===== src/rtl/control_unit.sv =====
// control_unit -- multicycle RV64I control sequencer.
//
// Sequences instruction fetch, decode, execute and the optional data-memory
// access and write-back phase of each instruction. It drives every Dataflow
// selector and strobe from the opcode/funct fields and the ALU flags.
//
// Ports:
//   clock, reset (async, active-low)
//   opcode/funct3/funct7          instruction fields from the Dataflow
//   zero/negative/carry_out/overflow  ALU flags (branch resolution)
//   instruction_mem_enable / instruction_mem_busy   fetch handshake
//   data_mem_read_enable / data_mem_write_enable / data_mem_busy   data handshake
//   alua_src, alub_src, aluy_src, alu_src, carry_in, arithmetic   ALU controls
//   alupc_src, pc_src, pc_enable  PC update controls
//   read_data_src, write_register_src, write_register_enable   write-back controls
//   illegal_instruction           sticky flag, set when an undecodable opcode halts the core
//
// Build option: define RV64_WORD_OPS_EN to decode OP-32 / OP-IMM-32
// (aluy_src selects the 32-bit sign-extended result). Without it both
// opcodes are illegal and aluy_src stays 0.

module control_unit (
  input  logic       clock,
  input  logic       reset,
  input  logic [6:0] opcode,
  input  logic [2:0] funct3,
  input  logic       funct7,
  input  logic       zero,
  input  logic       negative,
  input  logic       carry_out,
  input  logic       overflow,
  output logic       instruction_mem_enable,
  input  logic       instruction_mem_busy,
  output logic       data_mem_read_enable,
  output logic       data_mem_write_enable,
  input  logic       data_mem_busy,
  output logic       alua_src,
  output logic       alub_src,
  output logic       aluy_src,
  output logic [2:0] alu_src,
  output logic       carry_in,
  output logic       arithmetic,
  output logic       alupc_src,
  output logic       pc_src,
  output logic       pc_enable,
  output logic [2:0] read_data_src,
  output logic [1:0] write_register_src,
  output logic       write_register_enable,
  output logic       illegal_instruction
);

  localparam logic [6:0] OPC_LOAD   = 7'b0000011;
  localparam logic [6:0] OPC_STORE  = 7'b0100011;
  localparam logic [6:0] OPC_OP_IMM = 7'b0010011;
  localparam logic [6:0] OPC_OP     = 7'b0110011;
  localparam logic [6:0] OPC_LUI    = 7'b0110111;
  localparam logic [6:0] OPC_AUIPC  = 7'b0010111;
  localparam logic [6:0] OPC_JAL    = 7'b1101111;
  localparam logic [6:0] OPC_JALR   = 7'b1100111;
  localparam logic [6:0] OPC_BRANCH = 7'b1100011;
`ifdef RV64_WORD_OPS_EN
  localparam logic [6:0] OPC_OP_IMM_32 = 7'b0011011;
  localparam logic [6:0] OPC_OP_32     = 7'b0111011;
`endif

  typedef enum logic [3:0] {
    S_IDLE, S_FETCH, S_FETCH_WAIT, S_DECODE, S_EXECUTE,
    S_MEM, S_MEM_WAIT, S_WRITEBACK, S_HALT
  } state_t;

  state_t     r_state, w_next;
  logic       r_wait_first;
  logic       r_alua, r_alub, r_aluy, r_cin, r_arith, r_alupc, r_pcsrc;
  logic [2:0] r_alu, r_rds, r_f3;
  logic [1:0] r_wrs;
  logic       r_load, r_store, r_branch, r_illegal;

  logic       w_legal, w_alua, w_alub, w_aluy, w_cin, w_arith, w_alupc, w_pcsrc;
  logic [2:0] w_alu, w_rds;
  logic [1:0] w_wrs;
  logic       w_load, w_store, w_branch;
  logic       w_cond, w_taken;
  logic       w_ime, w_dre, w_dwe, w_pce, w_wre;

  // Opcode decode; only sampled into the selector registers in DECODE.
  always_comb begin
    w_legal  = 1'b1;
    w_alua   = 1'b0;
    w_alub   = 1'b0;
    w_aluy   = 1'b0;
    w_alu    = 3'b000;
    w_cin    = 1'b0;
    w_arith  = 1'b0;
    w_alupc  = 1'b0;
    w_pcsrc  = 1'b0;
    w_rds    = 3'b000;
    w_wrs    = 2'b00;
    w_load   = 1'b0;
    w_store  = 1'b0;
    w_branch = 1'b0;
    case (opcode)
      OPC_OP: begin
        w_alu   = funct3;
        w_arith = funct7;
        w_cin   = funct7 & (funct3 == 3'b000);
      end
      OPC_OP_IMM: begin
        w_alu   = funct3;
        w_alub  = 1'b1;
        // funct7 is an immediate bit except for the shift-right pair
        w_arith = funct7 & (funct3 == 3'b101);
      end
`ifdef RV64_WORD_OPS_EN
      OPC_OP_32: begin
        w_alu   = funct3;
        w_arith = funct7;
        w_cin   = funct7 & (funct3 == 3'b000);
        w_aluy  = 1'b1;
      end
      OPC_OP_IMM_32: begin
        w_alu   = funct3;
        w_alub  = 1'b1;
        w_arith = funct7 & (funct3 == 3'b101);
        w_aluy  = 1'b1;
      end
`endif
      OPC_LUI:   w_wrs = 2'b11;
      OPC_AUIPC: begin
        w_alua = 1'b1;
        w_alub = 1'b1;
      end
      OPC_JAL: begin
        w_wrs   = 2'b10;
        w_pcsrc = 1'b1;
      end
      OPC_JALR: begin
        w_alub  = 1'b1;
        w_wrs   = 2'b10;
        w_pcsrc = 1'b1;
        w_alupc = 1'b1;
      end
      OPC_LOAD: begin
        w_alub = 1'b1;
        w_rds  = funct3;
        w_wrs  = 2'b01;
        w_load = 1'b1;
      end
      OPC_STORE: begin
        w_alub  = 1'b1;
        w_store = 1'b1;
      end
      OPC_BRANCH: begin
        w_cin    = 1'b1;
        w_branch = 1'b1;
        w_legal  = (funct3[2:1] != 2'b01);
      end
      default: w_legal = 1'b0;
    endcase
  end

  // Branch resolution from the subtract flags of the comparison.
  always_comb begin
    case (r_f3[2:1])
      2'b00:   w_cond = zero;
      2'b10:   w_cond = negative ^ overflow;
      2'b11:   w_cond = carry_out;
      default: w_cond = 1'b0;
    endcase
    w_taken = w_cond ^ r_f3[0];
  end

  always_ff @(posedge clock or negedge reset) begin
    if (!reset) begin
      r_state      <= S_IDLE;
      r_wait_first <= 1'b0;
    end else begin
      r_state      <= w_next;
      // The memory cannot report busy in the cycle after the request.
      r_wait_first <= (r_state == S_FETCH) || (r_state == S_MEM);
    end
  end

  always_comb begin
    w_next = r_state;
    w_ime  = 1'b0;
    w_dre  = 1'b0;
    w_dwe  = 1'b0;
    w_pce  = 1'b0;
    w_wre  = 1'b0;
    case (r_state)
      S_IDLE:       w_next = S_FETCH;
      S_FETCH: begin
        w_ime  = 1'b1;
        w_next = S_FETCH_WAIT;
      end
      S_FETCH_WAIT: if (!r_wait_first && !instruction_mem_busy) w_next = S_DECODE;
      S_DECODE:     w_next = w_legal ? S_EXECUTE : S_HALT;
      S_EXECUTE: begin
        if (r_load || r_store) begin
          w_next = S_MEM;
        end else begin
          w_pce  = 1'b1;
          w_wre  = !r_branch;
          w_next = S_FETCH;
        end
      end
      S_MEM: begin
        w_dre  = r_load;
        w_dwe  = r_store;
        w_next = S_MEM_WAIT;
      end
      S_MEM_WAIT:   if (!r_wait_first && !data_mem_busy) w_next = S_WRITEBACK;
      S_WRITEBACK: begin
        w_pce  = 1'b1;
        w_wre  = r_load;
        w_next = S_FETCH;
      end
      S_HALT:       w_next = S_HALT;
      default:      w_next = S_IDLE;
    endcase
  end

  // Selector registers: loaded once per instruction, held until next DECODE.
  always_ff @(posedge clock or negedge reset) begin
    if (!reset) begin
      r_alua    <= 1'b0;
      r_alub    <= 1'b0;
      r_aluy    <= 1'b0;
      r_alu     <= 3'b000;
      r_cin     <= 1'b0;
      r_arith   <= 1'b0;
      r_alupc   <= 1'b0;
      r_pcsrc   <= 1'b0;
      r_rds     <= 3'b000;
      r_wrs     <= 2'b00;
      r_f3      <= 3'b000;
      r_load    <= 1'b0;
      r_store   <= 1'b0;
      r_branch  <= 1'b0;
      r_illegal <= 1'b0;
    end else if (r_state == S_DECODE) begin
      r_alua    <= w_alua;
      r_alub    <= w_alub;
      r_aluy    <= w_aluy;
      r_alu     <= w_alu;
      r_cin     <= w_cin;
      r_arith   <= w_arith;
      r_alupc   <= w_alupc;
      r_pcsrc   <= w_pcsrc;
      r_rds     <= w_rds;
      r_wrs     <= w_wrs;
      r_f3      <= funct3;
      r_load    <= w_load;
      r_store   <= w_store;
      r_branch  <= w_branch;
      r_illegal <= r_illegal | !w_legal;
    end
  end

  assign instruction_mem_enable = w_ime;
  assign data_mem_read_enable   = w_dre;
  assign data_mem_write_enable  = w_dwe;
  assign pc_enable              = w_pce;
  assign write_register_enable  = w_wre;
  assign alua_src               = r_alua;
  assign alub_src               = r_alub;
  assign aluy_src               = r_aluy;
  assign alu_src                = r_alu;
  assign carry_in               = r_cin;
  assign arithmetic             = r_arith;
  assign alupc_src              = r_alupc;
  // Branches resolve live from the flags while in EXECUTE.
  assign pc_src                 = r_branch ? ((r_state == S_EXECUTE) && w_taken) : r_pcsrc;
  assign read_data_src          = r_rds;
  assign write_register_src     = r_wrs;
  assign illegal_instruction    = r_illegal;

endmodule


===== config.mk =====
export PLATFORM = sky130hd
export DESIGN_NAME = control_unit
export DESIGN_NICKNAME = d
export VERILOG_FILES = /design/src/rtl/control_unit.sv
export SDC_FILE = /design/constraint.sdc
export NUM_CORES = 1
export LEC_CHECK = 0
export ABC_AREA = 1
export BUFFER_PORTS_ARGS = -buffer_cell sky130_fd_sc_hd__buf_2
export CAP_MARGIN = 15
export CORE_MARGIN = 5
export CORE_UTILIZATION = 46
export DETAILED_ROUTE_END_ITERATION = 10
export PLACE_DENSITY = 0.78
export SYNTH_ARGS = -nofsm -noshare
export SYNTH_HDL_FRONTEND = slang
export SYNTH_SLANG_ARGS = --single-unit

===== constraint.sdc =====
create_clock -name clock -period 1.16 [get_ports clock]
set_input_delay 0.232 -clock clock [delete_from_list [all_inputs] [get_ports clock]]
set_output_delay 0.232 -clock clock [all_outputs]
set_load 0.02 [all_outputs]

; Word-level counts from Yosys, hierarchy flattened
; Index checks and enable logic that the tools add are counted.
[totals]
regBits = 26
latch_bits = 0
ramBits = 0
rom_bits = 0
in_bits = 19
output_inout_bits = 21
wordCells = 90
n_memories = 0
[op_classes]
addsub = 0
n_mul = 0
div = 0
n_lt_le_gt_ge = 0
eq_ne = 23
n_shift = 0
n_mux = 27
bitwise_logic = 5
reduce_logical = 19
[ops]
columns = operator, n
row1 = one-hot mux 4 bit (8 select lines), 1
row2 = == test 7 x 6 -> 1 bit (second input constant), 3
row3 = == test 7 bit (second input constant), 3
row4 = == test 4 x 3 -> 1 bit (second input constant), 4
row5 = == test 7 x 5 -> 1 bit (second input constant), 2
row6 = 2-to-1 mux 1 bit, 13
row7 = 2-to-1 mux 4 bit, 3
row8 = one-hot mux 1 bit (2 select lines), 5
row9 = 2-to-1 mux 3 bit, 3
row10 = == test 4 x 2 -> 1 bit (second input constant), 2
row11 = OR reduction 8 bit, 1
row12 = == test 7 x 2 -> 1 bit (second input constant), 1
row13 = one-hot mux 2 bit (3 select lines), 1
row14 = OR reduction 2 bit, 3
row15 = zero test 1 bit, 5
row16 = OR reduction 5 bit, 1
row17 = == test 2 bit (second input constant), 2
row18 = == test 4 x 1 -> 1 bit (second input constant), 1
row19 = == test 4 bit (second input constant), 1
row20 = zero test 4 bit, 1
row21 = inequality test 2 bit (second input constant), 2
row22 = == test 3 bit (second input constant), 1
row23 = logical AND 1 bit, 3
row24 = zero test 3 bit, 1
row25 = 8 further kinds, 11

; Longest topological paths before layout
[depth]
word_depth = 5
depth_mapped = 9
ltp_nobuf = 9

; Worst setup path before layout
; Ideal clock, no wire load.
[synth_timing]
path_kind = flip-flop to output port
startpoint = reg r_state[3]
endpoint = out write_register_enable
arrival_time_ns = 1.156
required_time_ns = 0.928
slack_ns = -0.228
stages_incl_launch_ff = 4
n_path_buf = 0
path_cell_list = dfrtp_1 nor2_1 nand3_1 o22ai_1
[synth_between]
elab_chain_len = 2
elab_cells_between_ends = 3
classes_between = eq/ne (2) / mux (1)
[synth_rtl]
columns = item, line_no
row1 = "start, declared", 71  ; state_t r_state, w_next;
row2 = "start signal, assigned", 177  ; r_state <= w_next;
row3 = == test 4 x 3 -> 1 bit, 190  ; case (r_state)
row4 = one-hot mux 1 bit (2 select lines) (*), 190
row5 = "end, declared", 48  ; output logic write_register_enable,
; Mark *: on every way between the ends. The rest lies on a longest branch, timed or not.

; Worst setup path after layout
[layout_timing]
startpoint = reg r_state[1]
endpoint = out write_register_enable
; The elaborated chain is that of the path after synthesis.

==> key figures <==
Outcome
  • Status: complete, but fails checks
  • Failing checks: setup timing

STA
  • RSZ-0062 raised after global routing: yes
  • PnR worst setup slack: -0.476 ns
  • Final Setup Violations: 30
  • Part of the cycle the worst path needs: 141%
  • Max-slew violation count: 0
  • Skew final: 0.00126 ns
  • Setup TNS: -5.55 ns
  • Final-report hold violation count: 0
  • Fin crit period: 1.64 ns
  • Max Fclk: 611 MHz
  • Min Hold Slack: 0.176 ns

Floorplan
  • Die height: 64.4 um
  • Boundary pin count: 40
  • Total die area: 0.00414 mm^2
  • Cell row count: 19
  • Initial Util: 48.4%
  • Die width: 64.4 um
  • Core area: 0.00281 mm^2

Yosys
  • Syn Nets: 198
  • Avg Inst Size Synth: 7.59 um^2
  • Register area share after synthesis: 47.9%
  • Count of unique library cells instantiated by Yosys: 26
  • Netlist Area Pre-Place: 0.00136 mm^2
  • Yosys reg bits: 26
  • Mapped Cells: 179
  • YS warnings: 0

Critical path
  • Critical Path RT: 0.93 ns
  • Critical path data arrival time: 1.40 ns
  • WS Path Type: register to primary output
  • Worst setup SP type: register
  • CP Capture Type: primary output
  • Crit-path max FO: 4

Finish
  • FILL cells: 167
  • Area growth syn-to-layout: 64.6%
  • Final Instance Area: 0.00224 mm^2
  • Multi-input logic area: 810 um^2
  • Fraction of layout cells with a size suffix above 1: 53.3%
  • Flip-flop and latch area: 654 um^2
  • N_diodes: 0
  • Nets@finish: 275

Power and ir drop
  • Pwr/cell area: 1910 mW/mm^2
  • Maximum vdd drop: 0.00112 V
  • Leak: 1.15 nW

Clock network
  • Sink Count: 26
  • TritonCTS Buffers: 3
  • CTS tree: done
  • Later-pin clock latency in the skew report: 0.32 ns
  • CTS root buf: clkbuf_4
  • Clock transition at the registers of the reported paths: 0.14 ns
  • # H-tree levels: 1
  • Deepest clock path buffer count: 2

Global route
  • Initial antenna violation count: 0
  • Grt ovf: 0
  • First-pass GRT wire length: 5910 um
  • Vias in the first global route: 1,383
  • Tot GR Track Use: 17.6%
  • Largest net degree at the start of global routing: 27

Route
  • Routed Antenna Nets: 0
  • DRT iter0 DRCs: 60
  • TritonRoute pass-1 iters: 4
  • Drt total wl: 4390 um
  • Via density: 5.34
  • DRC viols: 0
  • Via Count: 1,528
  • Routed wire length per instance: 15.4 um

Place
  • DP Area: 0.00178 mm^2
  • GPL Wtd Cong: 0.894
  • Port buffer count: 38
  • Post-DP HPWL: 2580 um

Run
  • Max Cap Viol: 0

Worst hold path
  • Worst Hold Class: primary input to register
## final cells by class
| type | instances | area share [%] |
|---|---|---|
| multi-input combinational | 128 | 36.2 |
| clock inverter | 1 | 1.34 |
| timing repair inverter | 1 | 0.336 |
| inverter | 21 | 4.31 |
| sequential | 26 | 29.3 |
| tap | 31 | 1.73 |
| clock buffer | 3 | 1.01 |
| timing repair buffer | 75 | 25.8 |
## sequential cells by signal, indices dropped and copies added (netlist names)
| name | cells |
|---|---|
| r_store | 1 |
| r_f3 | 3 |
| read_data_src | 3 |
| alupc_src | 1 |
| alub_src | 1 |
| alua_src | 1 |
| r_pcsrc | 1 |
| carry_in | 1 |
| r_wait_first | 1 |
| r_branch | 1 |
| r_state | 4 |
| write_register_src | 2 |
| alu_src | 3 |
| r_load | 1 |
| illegal_instruction | 1 |
| arithmetic | 1 |
## path summary, 6_finish.rpt
check	from	cells after the start	slack (ns)	to
setup / recovery	r_state[1]	5	-0.48	write_register_enable
hold / removal	funct3[0]	3	0.18	r_f3[0]
setup reg to reg	r_state[3]	6	-0.19	r_state[0]
hold reg to reg	illegal_instruction	2	0.49	illegal_instruction
max in group asynchronous	reset	3	0.63	r_state[0]
min in group asynchronous	reset	3	0.37	alupc_src
## routing by layer
metal	part of all wire (%)	global-route usage (%)	vias up
met5	0	0	-
met1	41	23.7	732
met4	1.2	5.54	0
met2	52	30.3	65
li1	-	-	725
met3	5.9	1.05	6
## repair_timing
item | in CTS | in global routing
endpoints found under the hold margin | 26 | 0
hold buffers | 1 | 0
buffers inserted | 3 | 8
cloned | 2 | 0
pin swaps | 7 | 18
endpoints found under the setup margin | 25 | 35
gates resized for setup | 28 | 73
## worst max-delay path, cell delays in order (launching register included)
cell and delay [ns]:
dfrtp_2 0.49, nand2_4 0.08, clkinv_4 0.08, nand2_1 0.10, o22ai_2 0.18, buf_6 0.14
## synth_stat cells (all sizes together)
| library cell | count | share of area, % |
|---|---|---|
| nand2 | 52 | 15 |
| nand3 | 15 | 5.5 |
| buf | 3 | 2.2 |
| o21bai | 1 | 0.55 |
| a31oi | 2 | 0.92 |
| conb | 1 | 0.28 |
| nor2 | 27 | 8.2 |
| o22ai | 1 | 0.46 |
| nand4 | 1 | 0.46 |
| clkbuf | 1 | 1.0 |
| nor3 | 5 | 2.2 |
| clkinv | 1 | 0.37 |
| xnor2 | 1 | 0.64 |
| inv | 20 | 5.5 |
| o21ai | 16 | 5.9 |
| dfrtp | 26 | 48 |
| a21oi | 5 | 1.8 |
| o31ai | 1 | 0.55 |
## stage by stage
| stage | utilization (%) | cells | power, mW | setup WS [ns] |
|---|---|---|---|---|
| 2_1_floorplan | - | 179 | 2.16 | -0.00605 |
| 3_3_place_gp | 63.6 | 269 | 2.71 | -0.102 |
| 3_5_place_dp | 63.6 | 269 | 2.74 | -0.114 |
| 4_1_cts | 69.4 | 279 | 3.63 | -0.435 |
| 5_1_grt | 79.8 | 286 | 4.49 | -0.543 |
| 6_report | 79.8 | 286 | 4.26 | -0.476 |
## cells in the final DEF (no fill, tap or decap), drive strengths merged, types with 2 or more instances in the layout
cell type / Yosys / routed
nor2: 27 / 27
o21ai: 16 / 16
clkinv: 1 / 2
nor3: 5 / 5
nand2: 52 / 52
a21oi: 5 / 5
clkbuf: 1 / 3
inv: 20 / 19
a31oi: 2 / 2
buf: 3 / 74
nand3: 15 / 15
dfrtp: 26 / 26
## where the power goes
part           internal [mW]  switching, mW  total (mW)
Clock                  0.349          0.281       0.630
Combinational           1.04           1.25        2.29
Sequential              1.13          0.213        1.35
## cell families after synthesis
group / Yosys count / synth area share [%]
buffers and inverters: 25 / 9.12
other: 1 / 0.276
and+or+nand+nor: 100 / 31.9
xor gates and xnor gates: 1 / 0.645
AOI/OAI and AO/OA: 26 / 10.2
DFF: 26 / 47.9
Note: power is estimated with default switching activity, not from simulation.
